$ cat config.mk
export PLATFORM = sky130hd
export DESIGN_NAME = uart_msg_ctrl
export DESIGN_NICKNAME = d
export VERILOG_FILES = /design/src/rtl/uart_pkg.sv /design/src/rtl/uart_byte_fifo.sv /design/src/rtl/uart_msg_ctrl.sv
export SDC_FILE = /design/constraint.sdc
export NUM_CORES = 1
export LEC_CHECK = 0
export CAP_MARGIN = 20
export CORE_MARGIN = 2
export CORE_UTILIZATION = 45
export CTS_BUF_LIST = sky130_fd_sc_hd__clkbuf_4 sky130_fd_sc_hd__clkbuf_8
export CTS_CLUSTER_SIZE = 28
export DETAILED_ROUTE_END_ITERATION = 7
export GPL_TIMING_DRIVEN = 0
export PLACE_DENSITY = 0.67
export SLEW_MARGIN = 10
export SYNTH_ARGS = -nofsm -noshare
export SYNTH_HDL_FRONTEND = slang
export SYNTH_SLANG_ARGS = --single-unit
$ cat constraint.sdc
create_clock -name clk -period 3.35 [get_ports clk]
set_input_delay 0.67 -clock clk [delete_from_list [all_inputs] [get_ports clk]]
set_output_delay 0.67 -clock clk [all_outputs]
set_load 0.05 [all_outputs]
$ cat src/rtl/uart_pkg.sv
// ---------------------------------------------------------------------------
// uart_pkg
// Shared types and constants for the UART message controller slice.
//   state_e  : controller state encoding (IDLE, BANNER, GAP, ECHO)
//   BYTE_W   : width of one UART byte
//   ASCII_CR : carriage return, ASCII_LF : line feed (common banner terminators)
//   timer_tc : terminal count of the banner repeat timer
// ---------------------------------------------------------------------------
package uart_pkg;

    localparam int BYTE_W = 8;

    localparam logic [BYTE_W-1:0] ASCII_CR = 8'h0d;
    localparam logic [BYTE_W-1:0] ASCII_LF = 8'h0a;

    typedef enum logic [1:0] {
        IDLE   = 2'd0,
        BANNER = 2'd1,
        GAP    = 2'd2,
        ECHO   = 2'd3
    } state_e;

    // Last timer value of one repeat period (period length in cycles minus one).
    function automatic int timer_tc(input int clk_fre_mhz, input int period_ms);
        return clk_fre_mhz * 1000 * period_ms - 1;
    endfunction

endpackage

$ cat src/rtl/uart_byte_fifo.sv
// ---------------------------------------------------------------------------
// uart_byte_fifo
// Synchronous byte FIFO buffering received bytes for the echo path.
// Pointers carry one extra wrap bit so full and empty are distinguishable.
// A push while full is accepted only if a pop happens in the same cycle.
//   clk, rst_n : clock, asynchronous active-low reset
//   push, din  : write strobe and data
//   pop, dout  : read strobe and head-of-queue data (valid while !empty)
//   full, empty: occupancy status
// ---------------------------------------------------------------------------
module uart_byte_fifo
    import uart_pkg::*;
#(
    parameter int DEPTH = 16
) (
    input  logic              clk,
    input  logic              rst_n,
    input  logic              push,
    input  logic              pop,
    input  logic [BYTE_W-1:0] din,
    output logic [BYTE_W-1:0] dout,
    output logic              full,
    output logic              empty
);

    localparam int AW = $clog2(DEPTH);

    logic [BYTE_W-1:0] mem_q [DEPTH];
    logic [AW:0]       wr_ptr_q;
    logic [AW:0]       rd_ptr_q;
    logic              wr_en;
    logic              rd_en;

    assign empty = (wr_ptr_q == rd_ptr_q);
    assign full  = (wr_ptr_q[AW] != rd_ptr_q[AW]) &&
                   (wr_ptr_q[AW-1:0] == rd_ptr_q[AW-1:0]);
    assign wr_en = push && (!full || pop);
    assign rd_en = pop && !empty;
    assign dout  = mem_q[rd_ptr_q[AW-1:0]];

    always_ff @(posedge clk or negedge rst_n) begin
        if (!rst_n) begin
            wr_ptr_q <= '0;
            rd_ptr_q <= '0;
        end else begin
            if (wr_en) wr_ptr_q <= wr_ptr_q + (AW+1)'(1);
            if (rd_en) rd_ptr_q <= rd_ptr_q + (AW+1)'(1);
        end
    end

    always_ff @(posedge clk) begin
        if (wr_en) mem_q[wr_ptr_q[AW-1:0]] <= din;
    end

endmodule

$ cat src/rtl/uart_msg_ctrl.sv
// ---------------------------------------------------------------------------
// uart_msg_ctrl
// Byte-level message controller between uart_rx and uart_tx. Sends a
// loadable banner every PERIOD_MS (measured from the end of the previous
// banner) and echoes received bytes through a FIFO so nothing arriving
// mid-banner is lost.
//   clk, rst_n        : clock, asynchronous active-low reset
//   enable, echo_en   : banner generation enable, echo path enable
//   msg_data, msg_len : banner bytes (byte 0 in the MSBs) and length
//   rx_data, rx_valid : received byte and one-cycle strobe
//   tx_data, tx_valid, tx_ready : valid/ready byte offer to uart_tx
//   ovf, ovf_clr      : sticky echo-FIFO overflow flag and its clear
//   busy              : banner in progress or a byte is on offer
//
// state  | meaning
// -------+-----------------------------------------------------------
// IDLE   | waiting; enable starts a banner, else drain echo FIFO
// BANNER | sending latched banner bytes 0..len-1
// GAP    | repeat timer running; echo bytes may be sent
// ECHO   | one popped echo byte on offer until accepted
// ---------------------------------------------------------------------------
module uart_msg_ctrl
    import uart_pkg::*;
#(
    parameter int CLK_FRE    = 27,
    parameter int PERIOD_MS  = 1000,
    parameter int MSG_MAX    = 32,
    parameter int FIFO_DEPTH = 16,
    parameter int LEN_W      = $clog2(MSG_MAX + 1)
) (
    input  logic                      clk,
    input  logic                      rst_n,
    input  logic                      enable,
    input  logic                      echo_en,
    input  logic [MSG_MAX*BYTE_W-1:0] msg_data,
    input  logic [LEN_W-1:0]          msg_len,
    input  logic [BYTE_W-1:0]         rx_data,
    input  logic                      rx_valid,
    output logic [BYTE_W-1:0]         tx_data,
    output logic                      tx_valid,
    input  logic                      tx_ready,
    output logic                      ovf,
    input  logic                      ovf_clr,
    output logic                      busy
);

    localparam int TMR_W = $clog2(CLK_FRE * 1000 * PERIOD_MS);
    localparam logic [TMR_W-1:0] TMR_TC = TMR_W'(timer_tc(CLK_FRE, PERIOD_MS));
    localparam int IDX_W = (MSG_MAX > 1) ? $clog2(MSG_MAX) : 1;

    state_e            state_q;
    logic              tx_valid_q;
    logic [BYTE_W-1:0] tx_data_q;
    logic [BYTE_W-1:0] msg_q [MSG_MAX];
    logic [LEN_W-1:0]  len_q;
    logic [LEN_W-1:0]  len_clamp_d;
    logic [IDX_W-1:0]  idx_q;
    logic [IDX_W-1:0]  idx_d;
    logic [TMR_W-1:0]  timer_q;
    logic [TMR_W-1:0]  timer_d;
    logic              sent_q;
    logic              enable_q;
    logic              ovf_q;
    logic              ovf_d;
    logic              last_byte;

    logic              fifo_push;
    logic              fifo_pop;
    logic [BYTE_W-1:0] fifo_dout;
    logic              fifo_full;
    logic              fifo_empty;

    assign len_clamp_d = (msg_len > LEN_W'(MSG_MAX)) ? LEN_W'(MSG_MAX) : msg_len;
    assign last_byte   = (LEN_W'(idx_q) + LEN_W'(1)) == len_q;
    assign idx_d       = idx_q + IDX_W'(1);
    // Saturating so an expiry reached while an echo is on offer is still seen in GAP.
    assign timer_d     = (timer_q == TMR_TC) ? timer_q : timer_q + TMR_W'(1);

    // Pop only where the FSM moves to ECHO; the popped head is loaded into
    // tx_data on the same edge.
    always_comb begin
        fifo_pop = 1'b0;
        if (echo_en && !fifo_empty) begin
            if (state_q == IDLE && !enable)
                fifo_pop = 1'b1;
            if (state_q == GAP && enable && timer_q != TMR_TC)
                fifo_pop = 1'b1;
        end
    end

    assign fifo_push = rx_valid && echo_en;
    // A pop in the same cycle frees a slot, so a push while full is not an overflow then.
    assign ovf_d     = (fifo_push && fifo_full && !fifo_pop) || (ovf_q && !ovf_clr);

    uart_byte_fifo #(
        .DEPTH (FIFO_DEPTH)
    ) u_fifo (
        .clk   (clk),
        .rst_n (rst_n),
        .push  (fifo_push),
        .pop   (fifo_pop),
        .din   (rx_data),
        .dout  (fifo_dout),
        .full  (fifo_full),
        .empty (fifo_empty)
    );

    always_ff @(posedge clk or negedge rst_n) begin
        if (!rst_n) begin
            state_q    <= IDLE;
            tx_valid_q <= 1'b0;
            tx_data_q  <= '0;
            len_q      <= '0;
            idx_q      <= '0;
            timer_q    <= '0;
            sent_q     <= 1'b0;
            enable_q   <= 1'b0;
            for (int i = 0; i < MSG_MAX; i++) msg_q[i] <= '0;
        end else begin
            enable_q <= enable;
            if (enable && !enable_q) sent_q <= 1'b0;

            unique case (state_q)
                IDLE: begin
                    if (enable) begin
                        for (int i = 0; i < MSG_MAX; i++)
                            msg_q[i] <= msg_data[(MSG_MAX-1-i)*BYTE_W +: BYTE_W];
                        len_q   <= len_clamp_d;
                        idx_q   <= '0;
                        state_q <= BANNER;
                    end else if (fifo_pop) begin
                        tx_valid_q <= 1'b1;
                        tx_data_q  <= fifo_dout;
                        state_q    <= ECHO;
                    end
                end

                BANNER: begin
                    if (!tx_valid_q) begin
                        if (!enable) begin
                            state_q <= IDLE;
                        end else if (len_q == '0) begin
                            timer_q <= '0;
                            sent_q  <= 1'b1;
                            state_q <= GAP;
                        end else begin
                            tx_valid_q <= 1'b1;
                            tx_data_q  <= msg_q[idx_q];
                        end
                    end else if (tx_ready) begin
                        if (!enable) begin
                            tx_valid_q <= 1'b0;
                            state_q    <= IDLE;
                        end else if (last_byte) begin
                            tx_valid_q <= 1'b0;
                            timer_q    <= '0;
                            sent_q     <= 1'b1;
                            state_q    <= GAP;
                        end else begin
                            idx_q     <= idx_d;
                            tx_data_q <= msg_q[idx_d];
                        end
                    end
                end

                GAP: begin
                    timer_q <= timer_d;
                    if (!enable || timer_q == TMR_TC) begin
                        state_q <= IDLE;
                    end else if (fifo_pop) begin
                        tx_valid_q <= 1'b1;
                        tx_data_q  <= fifo_dout;
                        state_q    <= ECHO;
                    end
                end

                ECHO: begin
                    timer_q <= timer_d;
                    if (tx_ready) begin
                        tx_valid_q <= 1'b0;
                        state_q    <= sent_q ? GAP : IDLE;
                    end
                end

                default: state_q <= IDLE;
            endcase
        end
    end

    always_ff @(posedge clk or negedge rst_n) begin
        if (!rst_n) ovf_q <= 1'b0;
        else        ovf_q <= ovf_d;
    end

    assign tx_valid = tx_valid_q;
    assign tx_data  = tx_data_q;
    assign ovf      = ovf_q;
    assign busy     = (state_q == BANNER) || tx_valid_q;

endmodule

==> report_table.html <==
<table>
<tr><th>Metric</th><th>Value</th></tr>
<tr><th colspan="2">Placement</th></tr>
<tr><td>Instance area after placement</td><td>~25000 um^2</td></tr>
<tr><td>Cell count after placement</td><td>2343</td></tr>
<tr><td># port buffers</td><td>287</td></tr>
<tr><td>Detailed-placement wirelength estimate</td><td>49630 um</td></tr>
<tr><td>Placer congestion estimate</td><td>about 0.98</td></tr>
<tr><td>Setup slack after placement</td><td>-270.9 ps</td></tr>
<tr><th colspan="2">Cells and area</th></tr>
<tr><td>Layout filler cell count</td><td>~3900</td></tr>
<tr><td>Finished Layout Cells</td><td>~2500</td></tr>
<tr><td>Final cell area excluding filler cells</td><td>27060 um^2</td></tr>
<tr><td>Nets</td><td>2089</td></tr>
<tr><td>Area added between synthesis and finish</td><td>24.70%</td></tr>
<tr><td>Fraction of layout cells with a size suffix above 1</td><td>around a third</td></tr>
<tr><th colspan="2">Run status</th></tr>
<tr><td>Status</td><td>complete, no violations</td></tr>
<tr><th colspan="2">Clocking</th></tr>
<tr><td>Quantity of hold-fixing buffers added after cts</td><td>0</td></tr>
<tr><td>TritonCTS Buffers</td><td>76</td></tr>
<tr><td>Root Buffer</td><td>clkbuf_8</td></tr>
<tr><td>Worst-case clock buffer depth</td><td>3</td></tr>
<tr><td>Clock tree from TritonCTS</td><td>built</td></tr>
<tr><td>Sink Count</td><td>444</td></tr>
<tr><td>Clock transition at the registers of the reported paths</td><td>70 ps</td></tr>
<tr><td>H-tree levels</td><td>3</td></tr>
<tr><td>Clock insertion delay at the later pin of the skew report</td><td>700 ps</td></tr>
<tr><th colspan="2">Global routing</th></tr>
<tr><td>Initial antenna violation count</td><td>1</td></tr>
<tr><td>GRT Overall Usage</td><td>27.12%</td></tr>
<tr><td>Largest net degree at the start of global routing</td><td>112</td></tr>
<tr><td>Grt total ovfl</td><td>0</td></tr>
<tr><td>Global-route wire length before repair</td><td>99080 um</td></tr>
<tr><td>Via count of the first global-routing pass</td><td>15271</td></tr>
<tr><th colspan="2">Setup path</th></tr>
<tr><td>Arrival time reported for the critical path endpoint</td><td>approximately 3900 ps</td></tr>
<tr><td>Critical path startpoint</td><td>idx_q[1]</td></tr>
<tr><td>FF-to-FF Start</td><td>idx_q[1]</td></tr>
<tr><td>Delay contributed by the slowest stage of the critical path</td><td>750 ps</td></tr>
<tr><td>Crit path launch type</td><td>flop</td></tr>
<tr><td>Crit path capture type</td><td>flop</td></tr>
<tr><td>Crit path buffers/inverters</td><td>2</td></tr>
<tr><td>Worst path cell trace</td><td>buf_2 -&gt; clkbuf_1 -&gt; mux4_2 -&gt; a2111oi_0 -&gt; nor3_1 -&gt; nand4_1 -&gt; a31oi_2</td></tr>
<tr><td>Worst path required time</td><td>3890 ps</td></tr>
<tr><td>CP Max Fanout</td><td>10</td></tr>
<tr><td>WP depth</td><td>7</td></tr>
<tr><td>Worst Reg-to-Reg Cells</td><td>7</td></tr>
<tr><td>Worst-path cell with the longest stage delay</td><td>clkbuf_1</td></tr>
<tr><td>Top cell family by delay on the critical path</td><td>buffers and inverters</td></tr>
<tr><td>Worst setup path class</td><td>reg -&gt; reg</td></tr>
<tr><th colspan="2">Drt</th></tr>
<tr><td>Post-detailed-route count of antenna-violating nets</td><td>0</td></tr>
<tr><td>Drt first-iter violations</td><td>1230</td></tr>
<tr><td>Post-route DRC</td><td>0</td></tr>
<tr><td>Total via count after detailed routing</td><td>14694</td></tr>
<tr><td>Pre-Repair DR Iteration Count</td><td>7</td></tr>
<tr><td>Total detailed-routing wirelength</td><td>66510 um</td></tr>
<tr><td>Routed wire length per instance</td><td>26.79 um</td></tr>
<tr><td>Vias per inst</td><td>approximately 5.9</td></tr>
<tr><th colspan="2">Job</th></tr>
<tr><td>Count of max-cap constraint violations</td><td>0</td></tr>
<tr><th colspan="2">STA</th></tr>
<tr><td>Total Negative Setup Slacks</td><td>0 ps</td></tr>
<tr><td>Tightest slew margin relative to the limit</td><td>36.74%</td></tr>
<tr><td>Final-report max-slew violation count</td><td>0</td></tr>
<tr><td>Fmax</td><td>298.6 MHz</td></tr>
<tr><td>Count of final setup violators</td><td>0</td></tr>
<tr><td>Final worst-path cycle share</td><td>99.96%</td></tr>
<tr><td>Number of hold violations in the final report</td><td>0</td></tr>
<tr><td>Setup slack after layout</td><td>1.400 ps</td></tr>
<tr><td>Unrepaired setup endpoints after global routing</td><td>false</td></tr>
<tr><td>Time the worst path needs with I/O delays and setup</td><td>~3300 ps</td></tr>
<tr><td>Worst-case clock skew</td><td>37.61 ps</td></tr>
<tr><td>Slew of the pin with the lowest slew margin</td><td>949.0 ps</td></tr>
<tr><th colspan="2">Floorplan</th></tr>
<tr><td>Starting density of the core</td><td>45.55%</td></tr>
<tr><td>Core ar.</td><td>47650 um^2</td></tr>
<tr><td>Die footprint</td><td>around 50000 um^2</td></tr>
<tr><td>Die extent in x</td><td>223.6 um</td></tr>
<tr><td>Num rows</td><td>80</td></tr>
<tr><td>Die height</td><td>223.6 um</td></tr>
<tr><td>Total I/O pin count</td><td>288</td></tr>
<tr><th colspan="2">Synth</th></tr>
<tr><td>Count of state elements after synthesis</td><td>~440</td></tr>
<tr><td>Netlist area before placement</td><td>around 22000 um^2</td></tr>
<tr><td>Leading post-synthesis cells by cell area</td><td>dfrtp_1 (36%), edfxtp_1 (18%), mux4_2 (16%), mux2_2 (13%), mux2i_1 (1.8%)</td></tr>
<tr><td>Syn_nets</td><td>1723</td></tr>
<tr><td>Most area-hungry cell type in the Yosys netlist</td><td>dfrtp_1</td></tr>
<tr><td>FFs w/ async S/R, synth</td><td>71.17%</td></tr>
<tr><td>Number of enable-type register cells in the synthesized netlist</td><td>roughly 130</td></tr>
<tr><td>Average size of a mapped cell</td><td>between 15 and 20 um^2</td></tr>
<tr><td>Number of standard cells after synthesis</td><td>1439</td></tr>
<tr><td>Count of synthesis-stage warnings from yosys</td><td>0</td></tr>
<tr><td>Number of distinct library cells after synthesis</td><td>66</td></tr>
<tr><td>Fraction of synthesized cell area taken by the top area cell type</td><td>36.43%</td></tr>
<tr><td>Part of the Yosys area used for sequential elements</td><td>~54%</td></tr>
<tr><td>Most used flip-flop cell after synthesis</td><td>dfrtp_1</td></tr>
<tr><th colspan="2">Worst hold path</th></tr>
<tr><td>Hold/Removal Path Class</td><td>in -&gt; async</td></tr>
<tr><th colspan="2">Power</th></tr>
<tr><td>Largest vdd supply drop</td><td>0.4055 mV</td></tr>
<tr><td>Combinational share of power</td><td>41.9%</td></tr>
<tr><td>Total Power Consumption</td><td>between 20 and 25 mW</td></tr>
<tr><td>Switch share</td><td>35.71%</td></tr>
<tr><td>Share of total power in sequential cells</td><td>37.1%</td></tr>
<tr><td>Internal power of the cells</td><td>roughly 16 mW</td></tr>
<tr><td>Clock Power Share</td><td>20.9%</td></tr>
<tr><td>Power density cells</td><td>912.6 nW/um^2</td></tr>
<tr><td>Switching power</td><td>between 8 and 9 mW</td></tr>
<tr><td>Leak Pwr</td><td>10.33 nW</td></tr>
</table>
-- power by group through the flow --
stage	combinational (mW)	clock (mW)	sequential, mW
CTS	10.3	5.27	9.13
finish	10.4	5.17	9.17
detailed placement	10.2	0	9.21
floorplan	7.24	0	8.80
global placement	10.1	0	9.09
global route	11.0	5.50	9.42
-- layout make-up --
cell class	count	area (um^2)	share of cell area, %
flip-flops and latches	444	11750	43.42
clock buffers	119	1463	5.404
repair buffers	289	2932	10.83
inverters	14	52.55	0.1942
well taps	615	769.5	2.843
plain buffers	102	516.7	1.909
multi-input cells	878	9427	34.83
diodes	2	5.005	0.01849
clock inverters	20	148.9	0.5501
-- cells in the mapped netlist, types with 24 or more instances --
master	n
edfxtp_1	128
mux2_2	259
nor2_1	55
nand3_1	31
clkbuf_1	57
buf_2	28
and3_1	34
nand2_1	68
mux4_2	151
dfrtp_1	316
mux2i_1	38
xor2_1	24
-- sequential cells by signal (all words and copies together) (netlist names) --
register / flops
idx_q: 5
msg_q: 256
u_fifo.rd_ptr_q: 5
sent_q: 1
u_fifo.wr_ptr_q: 5
ovf: 1
tx_data: 8
u_fifo.mem_q: 128
state_q: 2
len_q: 6
enable_q: 1
timer_q: 25
tx_valid: 1
-- what timing repair did --
action / in CTS / in global routing
endpoints found under the setup margin: 9 / 7
endpoints found under the hold margin: 0 / 0
buffers inserted: 0 / 0
resized for setup: 9 / 8
-- logic make-up (layout without fill, tap and decap cells) --
kind of cell | after synthesis | in the layout | share of synthesized area [%]
AOI/OAI and AO/OA | 114 | 114 | 4.041
buffers and inverters | 117 | 544 | 2.519
muxes | 449 | 449 | 30.91
xor gates and xnor gates | 43 | 43 | 1.770
DFF | 444 | 444 | 54.14
other | 0 | 2 | 0
adders and majority gates | 7 | 7 | 0.4035
and+or+nand+nor | 265 | 265 | 6.214
-- through the flow --
step,utilization (%),hold WS [ps]
floorplan,-,374.4
global placement,53.20,470.1
finish,56.80,6.622
detailed placement,53.34,482.6
CTS,56.75,49.01
global route,56.80,86.29
-- cells in the final DEF, fill, tap and decap left out, types with 28 or more instances in the layout --
master           netlist  layout
clkbuf_4               0      28
clkbuf_8               0      91
mux4_2               151     151
nand2_1               68      67
mux2_2               259     259
and3_1                34      34
nor2_1                55      55
dfrtp_1              316     316
clkdlybuf4s50_1        0     285
nand3_1               31      31
clkbuf_1              57      53
edfxtp_1             128     128
mux2i_1               38      38
-- path summary, 6_finish.rpt --
path	end	slack, ps
max	tx_data[6]	1
min	msg_q[29]	7
max reg2reg	tx_data[6]	1
min reg2reg	u_fifo.rd_ptr_q[4]	490
max in group asynchronous	state_q[1]	2230
min in group clk	u_fifo.rd_ptr_q[4]	490
-- metal layers --
metal	vias to the layer above	wire length (um)	GRT usage, %
met1	7649	27900	37.41
met4	0	1985	9.226
li1	6307	-	-
met2	621	31610	42.84
met5	-	0	0
met3	117	5009	6.060
No activity file was read; power rests on OpenSTA's default activity.
